$ cat config.mk
export PLATFORM = sky130hd
export DESIGN_NAME = sys1_input_cond
export DESIGN_NICKNAME = d
export VERILOG_FILES = /design/src/rtl/sys1_input_cond.sv
export SDC_FILE = /design/constraint.sdc
export NUM_CORES = 1
export LEC_CHECK = 0
export BUFFER_PORTS_ARGS = -buffer_cell sky130_fd_sc_hd__buf_4
export CORE_MARGIN = 2
export CORE_UTILIZATION = 54
export DETAILED_ROUTE_END_ITERATION = 8
export HOLD_SLACK_MARGIN = 0.06
export PLACE_DENSITY = 0.93
export REMOVE_ABC_BUFFERS = 1
export SKIP_LAST_GASP = 1
export SLEW_MARGIN = 30
export SYNTH_ARGS = -nofsm -noshare
export SYNTH_HDL_FRONTEND = slang
export SYNTH_SLANG_ARGS = --single-unit
$ cat constraint.sdc
create_clock -name clk_sys -period 4.7 [get_ports clk_sys]
set_clock_uncertainty 0.15 [all_clocks]
set_input_delay 0.47 -clock clk_sys [delete_from_list [all_inputs] [get_ports clk_sys]]
set_output_delay 0.47 -clock clk_sys [all_outputs]
set_load 0.005 [all_outputs]
$ cat src/rtl/sys1_input_cond.sv
// rtl/sys1_input_cond.sv - System 1 input conditioning: sync, debounce, coin pulse shaping, pause toggle, INP0..2 packing.
// Define SYS1_INPUT_DEBOUNCE_EN to enable the sampled debouncer; otherwise bits are used straight after the 2-FF sync.
module sys1_input_cond #(
    parameter int DEB_CYCLES  = 4800,
    parameter int COIN_FRAMES = 3,
    parameter int COIN_GAP    = 3
) (
    input  logic        clk_sys,
    input  logic        reset_n,
    input  logic [15:0] joy,
    input  logic [7:0]  sysmode,
    input  logic [7:0]  spin,
    input  logic [2:0]  mouse_btn,
    input  logic        vs,
    output logic [7:0]  inp0,
    output logic [7:0]  inp1,
    output logic [7:0]  inp2,
    output logic        pause_out
);

    typedef enum logic [1:0] {
        C_IDLE  = 2'd0,
        C_PULSE = 2'd1,
        C_GAP   = 2'd2
    } coin_state_t;

    logic [1:0]  rst_sync;
    logic        rst_n;
    logic [16:0] sync1;
    logic [16:0] sync2;
    logic [15:0] deb;
    logic        vs_d;
    logic        frame_tick;
    logic        coin_prev;
    logic        coin_edge;
    logic        pause_prev;
    logic        coin_act;
    logic        trig_any;
    logic [7:0]  pk01;
    logic [7:0]  pk2;
    logic [7:0]  fcnt;
    coin_state_t state;
    coin_state_t state_nxt;
    logic        unused_ok;

    assign unused_ok = ^{joy[15:13], sysmode[7:6], sysmode[4], sysmode[2:0]};

    // Reset asserts immediately but releases only on a clock edge.
    always_ff @(posedge clk_sys or negedge reset_n) begin
        if (!reset_n) rst_sync <= 2'b00;
        else          rst_sync <= {rst_sync[0], 1'b1};
    end
    assign rst_n = rst_sync[1];

    always_ff @(posedge clk_sys or negedge rst_n) begin
        if (!rst_n) begin
            sync1 <= '0;
            sync2 <= '0;
        end else begin
            sync1 <= {vs, mouse_btn, joy[12:0]};
            sync2 <= sync1;
        end
    end

`ifdef SYS1_INPUT_DEBOUNCE_EN
    localparam int CW = $clog2(DEB_CYCLES + 1);

    logic [CW-1:0] smp_cnt;
    logic          deb_tick;
    logic [15:0]   smp_prev;
    logic [15:0]   agree;
    logic [15:0]   deb_q;

    assign deb_tick = (smp_cnt == CW'(DEB_CYCLES - 1));
    assign agree    = ~(sync2[15:0] ^ smp_prev);

    always_ff @(posedge clk_sys or negedge rst_n) begin
        if (!rst_n)        smp_cnt <= '0;
        else if (deb_tick) smp_cnt <= '0;
        else               smp_cnt <= smp_cnt + 1'b1;
    end

    // A bit only moves when two consecutive samples agree, so one-sample glitches are discarded.
    always_ff @(posedge clk_sys or negedge rst_n) begin
        if (!rst_n) begin
            smp_prev <= '0;
            deb_q    <= '0;
        end else if (deb_tick) begin
            smp_prev <= sync2[15:0];
            deb_q    <= (agree & sync2[15:0]) | (~agree & deb_q);
        end
    end
    assign deb = deb_q;
`else
    assign deb = sync2[15:0];
`endif

    assign frame_tick = sync2[16] & ~vs_d;
    assign coin_edge  = deb[11] & ~coin_prev;

    always_ff @(posedge clk_sys or negedge rst_n) begin
        if (!rst_n) begin
            vs_d       <= 1'b0;
            coin_prev  <= 1'b0;
            pause_prev <= 1'b0;
            pause_out  <= 1'b0;
        end else begin
            vs_d       <= sync2[16];
            coin_prev  <= deb[11];
            pause_prev <= deb[12];
            if (deb[12] && !pause_prev) pause_out <= ~pause_out;
        end
    end

    always_ff @(posedge clk_sys or negedge rst_n) begin
        if (!rst_n) state <= C_IDLE;
        else        state <= state_nxt;
    end

    always_comb begin
        state_nxt = state;
        case (state)
            C_IDLE:  if (coin_edge) state_nxt = C_PULSE;
            C_PULSE: if (frame_tick && fcnt == 8'(COIN_FRAMES - 1)) state_nxt = C_GAP;
            C_GAP:   if (frame_tick && fcnt == 8'(COIN_GAP - 1))    state_nxt = C_IDLE;
            default: state_nxt = C_IDLE;
        endcase
    end

    always_comb begin
        coin_act = (state == C_PULSE);
    end

    // Counter restarts on every state change, so a tick coinciding with IDLE->PULSE is not counted.
    always_ff @(posedge clk_sys or negedge rst_n) begin
        if (!rst_n)                          fcnt <= '0;
        else if (state != state_nxt)         fcnt <= '0;
        else if (frame_tick && state != C_IDLE) fcnt <= fcnt + 1'b1;
    end

    always_comb begin
        trig_any = deb[4] | (|deb[15:13]);
        pk01     = 8'h00;
        pk2      = 8'h00;
        if (sysmode[5]) begin
            pk01 = spin;
            pk2  = {trig_any, trig_any, deb[10], deb[9], 3'b000, coin_act};
        end else if (sysmode[3]) begin
            pk01 = {deb[1], deb[0], deb[3], deb[2], deb[5], deb[4], deb[7], deb[6]};
            pk2  = {deb[8], deb[8], deb[10], deb[9], 3'b000, coin_act};
        end else begin
            pk01 = {deb[1], deb[0], deb[3], deb[2], 1'b0, deb[5], deb[4], deb[6]};
            pk2  = {2'b00, deb[10], deb[9], 3'b000, coin_act};
        end
    end

    always_ff @(posedge clk_sys or negedge rst_n) begin
        if (!rst_n) begin
            inp0 <= 8'hFF;
            inp1 <= 8'hFF;
            inp2 <= 8'hFF;
        end else begin
            inp0 <= ~pk01;
            inp1 <= ~pk01;
            inp2 <= ~pk2;
        end
    end

endmodule

==> flow_summary.json, run 1 <==
{
  "cts_setup_buffers": 0,
  "rsz0062_at_grt": "false",
  "power.leakage_uw": 0.001272,
  "fmax_mhz": 584.8,
  "start_util_pct": 55.06,
  "synth_top_area_cell": "dfrtp_1",
  "synth_top_area_share_pct": 57.64,
  "synth_common_cells": "dfrtp_1, buf_4, dfstp_2, nor2_1, xnor2_1",
  "async_flop_share_pct": 100.0,
  "worstHoldPathType": "reg -> async",
  "hold_viol": 0,
  "relSlewSlack_pct": 66.09,
  "ys_top_cells_by_area": "dfrtp_1, dfstp_2, buf_4",
  "htreeDepth": 3,
  "drc": 0,
  "drt_iter0_markers": 14,
  "ys_types": 32,
  "antennaDiodeCount": 0,
  "setup_viol": 0,
  "fp.dieH_um": 67.41,
  "antenna_left": 0,
  "drive_gt1_share_pct": 46.23,
  "grt_max_degree": 37,
  "critPathSlowestCell": "dfrtp_1",
  "grt_usage_pct": 17.62,
  "drt_wl_total_um": 3330,
  "cp-start-kind": "flip-flop",
  "r2r_slack_ps": 2990,
  "status": "complete, no violations",
  "path_cells": "inv_1, ha_1, nor3b_1, nand3b_2, a22oi_4, nor2_1",
  "synth-seq-cells": 62,
  "clockBufferDepth": 2,
  "synth_edf_count": 0,
  "area_growth_pct": 26.97,
  "core-area_um2": 3943,
  "dieArea_um2": 4543,
  "io_pins": 63,
  "avgSynthCellArea_um2": 15.29,
  "power_uw": 1319,
  "min_period_ps": 1710,
  "vias": 1174,
  "worst_slew_pin_slew_ps": 508.1,
  "synthFlopType": "dfrtp_1",
  "gp_congestion": 0.8194,
  "insertion_delay_ps": 340,
  "crit_path_end_kind": "flip-flop",
  "nFillCells": 268,
  "grt_first_pass_wirelength_um": 5409,
  "finalCritPeriodShare_pct": 36.38,
  "dr.pass1.iters": 4,
  "antenna_found_initial": 0,
  "grt_pass1_vias": 1205,
  "routed_via_density": 4.715,
  "cts_tree": "yes",
  "dp_hpwl_um": 2333,
  "synthCells": 142,
  "maxSlewViolCount": 0,
  "overflow": 0,
  "synth_area_um2": 2171,
  "cp.arrival_ps": 1770,
  "synth.most_common_cell": "dfrtp_1",
  "p_per_area_nw_per_um2": 478.6,
  "crit_fanout": 8,
  "clkTransAtPathRegs_ps": 70,
  "critPathMaxStageDelay_ps": 440,
  "dieWidth_um": 67.41,
  "utilization_pct": 69.91,
  "layout.nets": 234,
  "cts_inserted_buffers": 9,
  "crit_type": "reg -> reg",
  "cts.sinks": 62,
  "yosys_warnings": 0,
  "cap_violations": 0,
  "ir_drop_v": 0.0002802,
  "fin_setup_tns_ps": 0,
  "wl_per_cell_um": 13.37,
  "place.port_buffers": 50,
  "root_buffer": "clkbuf_8",
  "num_rows": 23,
  "worstPathRequired_ps": 4760,
  "yosysSeqAreaShare_pct": 72.16
}
[per-stage QoR]
stage               hold slack (ps)  std cells  worst slack (ps)  area (um2)
floorplan                     24.41        131              2717        2077
global placement              92.81        232              3015        2524
detailed placement            98.21        232              2966        2524
CTS                           77.99        249              2964        2756
global route                  69.16        249              2836        2756
finish                        84.46        249              2990        2756
[final cells by class]
class                   count  area (um2)  area share, %
multi-input cells          65       495.5          17.98
well taps                  50       62.56          2.270
repair buffers             52       392.9          14.25
clock buffers              11       141.4          5.129
flip-flops and latches     62        1568          56.88
clock inverters             5       81.33          2.951
inverters                   4       15.01         0.5447
[worst max-delay path: cells and delay by family (launching register included)]
kind | cells | cell delay (ps)
simple gates | 3 | 460
flops | 1 | 440
buf+inv | 1 | 80
fa+ha+maj | 1 | 130
compound gates | 1 | 320
[sequential cells by signal (all words and copies together) (netlist names)]
register,count
inp2,4
sync2,17
coin_prev,1
sync1,17
state,2
inp1,8
fcnt,8
pause_prev,1
vs_d,1
rst_sync,2
pause_out,1
[report_power, final]
part	leakage (uW)	total, uW	switching, uW	internal (uW)
registers	0.000726	628	38.9	589
clock network	0.000110	515	201	314
logic	0.000436	176	86.6	89.9
[final timing paths]
| check | startpoint | endpoint | cells past startpoint |
|---|---|---|---|
| worst min register to register | rst_sync[1]$_DFF_PN0_ | sync1[13]$_DFF_PN0_ | 0 |
| max in group asynchronous | rst_sync[1]$_DFF_PN0_ | inp1[6]$_DFF_PN1_ | 1 |
| min in group clk_sys | joy[1] | sync1[1]$_DFF_PN0_ | 1 |
| worst max register to register | fcnt[0]$_DFFE_PN0P_ | fcnt[0]$_DFFE_PN0P_ | 6 |
| worst min-delay path | rst_sync[1]$_DFF_PN0_ | sync1[13]$_DFF_PN0_ | 0 |
| worst max-delay path | fcnt[0]$_DFFE_PN0P_ | fcnt[0]$_DFFE_PN0P_ | 6 |
[cell usage in the layout (no fill, tap or decap), types with 2 or more instances in the layout]
master      n
clkbuf_8   10
a22oi_1     2
dfstp_2    12
ha_1        2
inv_1       4
nor4_2      5
bufinv_16   2
mux2i_1     7
nor2_2      2
a21oi_1     3
nor2_1     12
nand2_1     3
nand2b_1    2
conb_1      4
dfrtp_1    49
buf_4      51
xnor2_1     8
[logic make-up (layout without fill, tap and decap cells)]
logic type,after synthesis,in the layout,share of synthesized area [%]
multiplexers,7,7,3.228
adder cells (fa/ha/maj),2,2,1.153
other,1,4,0.1727
AND/OR/NAND/NOR,35,35,10.89
buffers and inverters,18,72,5.533
XOR/XNOR,9,9,3.631
AO/OA/AOI/OAI,8,8,3.227
flip-flops,62,62,72.16
[per-layer routing]
metal | vias up | wire length (um) | share of wire (%) | GRT usage (%)
met5 | - | 0 | 0 | 0
met2 | 42 | 1633 | 49 | 26.49
met3 | 7 | 188 | 5.6 | 7.167
li1 | 552 | - | - | -
met4 | 0 | 93 | 2.8 | 11.73
met1 | 573 | 1415 | 42 | 20.91
[what timing repair did]
| item | in CTS | in global routing |
|---|---|---|
| hold endpoints to repair | 2 | 0 |
| hold buffers | 1 | 0 |
| resized for setup | 0 | 0 |
(Power assumes the default switching activity.)
==> inputs of run 2 (changes only) <==
--- a/config.mk
+++ b/config.mk
@@ -7,10 +7,10 @@
 export LEC_CHECK = 0
 export BUFFER_PORTS_ARGS = -buffer_cell sky130_fd_sc_hd__buf_4
 export CORE_MARGIN = 2
-export CORE_UTILIZATION = 54
+export CORE_UTILIZATION = 45
 export DETAILED_ROUTE_END_ITERATION = 8
 export HOLD_SLACK_MARGIN = 0.06
-export PLACE_DENSITY = 0.93
+export PLACE_DENSITY = 0.84
 export REMOVE_ABC_BUFFERS = 1
 export SKIP_LAST_GASP = 1
 export SLEW_MARGIN = 30
==> constraint.sdc (replaced) <==
create_clock -name clk_sys -period 1.4 [get_ports clk_sys]
set_clock_uncertainty 0.15 [all_clocks]
set_input_delay 0.14 -clock clk_sys [delete_from_list [all_inputs] [get_ports clk_sys]]
set_output_delay 0.14 -clock clk_sys [all_outputs]
set_load 0.005 [all_outputs]
==> flow_summary.json, run 2 (synthesis results as in run 1) <==
{
  "status": "finished, violations left",
  "violations": "setup timing",
  "cap_violations": 0,
  "ir_drop_v": 0.0007828,
  "gp_congestion": 0.7863,
  "final_cells": 297,
  "antennaDiodeCount": 0,
  "rsz0062_at_grt": "true",
  "power.switching_uw": 1130,
  "worst_r2r_startpoint": "fcnt[0]$_DFFE_PN0P_",
  "p_per_area_nw_per_um2": 1350,
  "dr.pass1.iters": 4,
  "antenna_found_initial": 0,
  "drt_wl_total_um": 4252,
  "fmax_mhz": 628.0,
  "crit_fanout": 8,
  "area_growth_pct": 45.13,
  "setup_viol": 10,
  "grt_first_pass_wirelength_um": 6893,
  "power_frac_seq_pct": 48.8,
  "drt_iter0_markers": 43,
  "num_rows": 25,
  "power.leakage_uw": 0.001457,
  "fp.dieH_um": 73.46,
  "whs_ps": 88.54,
  "htreeDepth": 3,
  "maxSlewViolCount": 0,
  "worstHoldPathType": "reg -> async",
  "dpl_cell_area_um2": 2631,
  "reg_top3": "sync1 x17, sync2 x17",
  "root_buffer": "clkbuf_8",
  "pwr-share-comb_pct": 20.1,
  "cts_tree": "yes",
  "routed_via_density": 4.697,
  "cp.arrival_ps": 1640,
  "io_pins": 63,
  "hold_viol": 0,
  "clkTransAtPathRegs_ps": 70,
  "utilization_pct": 67.15,
  "final_area_um2": 3151,
  "dp_hpwl_um": 2554,
  "startpoint": "fcnt[0]$_DFFE_PN0P_",
  "dieWidth_um": 73.46,
  "relSlewSlack_pct": 64.24,
  "wl_per_cell_um": 14.32,
  "min_period_ps": 1592,
  "intPower_uw": 3121,
  "p_clk_share_pct": 31.1,
  "layout_commonest_cell": "buf_4",
  "layout.nets": 278,
  "finalCritPeriodShare_pct": 113.7,
  "vias": 1395,
  "netSwitchingFraction_pct": 26.59,
  "fin_ws_ps": -192.4,
  "grt_max_degree": 45,
  "start_util_pct": 46.27,
  "grt_pass1_vias": 1457,
  "worst_slew_pin_slew_ps": 535.9,
  "clockBufferDepth": 2,
  "crit_path_end_kind": "flip-flop",
  "mostFrequentLayoutCells": "buf_4, dfrtp_1, dlygate4sd3_1",
  "overflow": 0,
  "drc": 0,
  "place.port_buffers": 50,
  "reg2regPathDepth": 6,
  "cts_inserted_buffers": 9,
  "dp_cells": 248,
  "antenna_left": 0,
  "core-area_um2": 4692,
  "insertion_delay_ps": 330,
  "worstPathRequired_ps": 1450,
  "crit_type": "reg -> reg",
  "grt_usage_pct": 18.49,
  "cts.sinks": 62,
  "cp-start-kind": "flip-flop",
  "post-place-ws_ps": -195.8,
  "dieArea_um2": 5396,
  "drive_gt1_share_pct": 43.62
}
run 2: critical path, stage by stage, from the launching register on:
cell and delay, ps:
dfrtp_1 390, inv_1 70, ha_1 150, nor3b_4 220, nand3b_4 110, a22oi_4 290, nor2_1 80
run 2: per-layer routing:
layer  part of all wire [%]  global-route usage (%)  up-vias
met3                    3.6                   5.624       13
met4                    3.4                   12.32        0
met2                     54                   30.36       43
met5                      0                       0        -
met1                     39                   20.63      694
li1                       -                       -      645
run 2: power groups by stage:
stage               clock (uW)  combinational (uW)  sequential (uW)
detailed placement           0                 727             2100
CTS                       1360                 824             2070
floorplan                    0                 334             2130
finish                    1320                 854             2080
global route              1450                 933             2090
global placement             0                 691             2090
run 2: final cells by class:
type	count	area, um2
Sequential cell	62	1568
Fill cell	320	1541
Timing Repair Buffer	96	813.3
Multi-Input combinational cell	65	518.0
Clock buffer	12	145.1
Tap cell	54	67.56
Clock inverter	4	23.77
Inverter	4	15.01
run 2: repair_timing:
action                                  in CTS  in global routing
endpoints found under the setup margin      10                 12
hold buffers                                33                  1
gates resized for setup                      1                  3
setup buffers                                1                  0
pin swaps                                    5                  2
gates cloned                                 0                  0
endpoints found under the hold margin       28                  2
run 2: worst paths after layout:
check	slack (ps)	endpoint
worst max-delay path	-190	fcnt[3]$_DFFE_PN0P_
worst min-delay path	90	sync1[13]$_DFF_PN0_
worst max register to register	-190	fcnt[3]$_DFFE_PN0P_
worst min register to register	90	sync1[13]$_DFF_PN0_
max in group asynchronous	440	rst_sync[1]$_DFF_PN0_
min in group clk_sys	190	sync2[2]$_DFF_PN0_
run 2: per-stage QoR:
stage,TNS [ps],total power (uW)
final,-1713,4252
after global routing,-2601,4473
after global placement,-1053,2779
after CTS,-1282,4250
after floorplan,-31800,2469
after detailed placement,-1705,2825
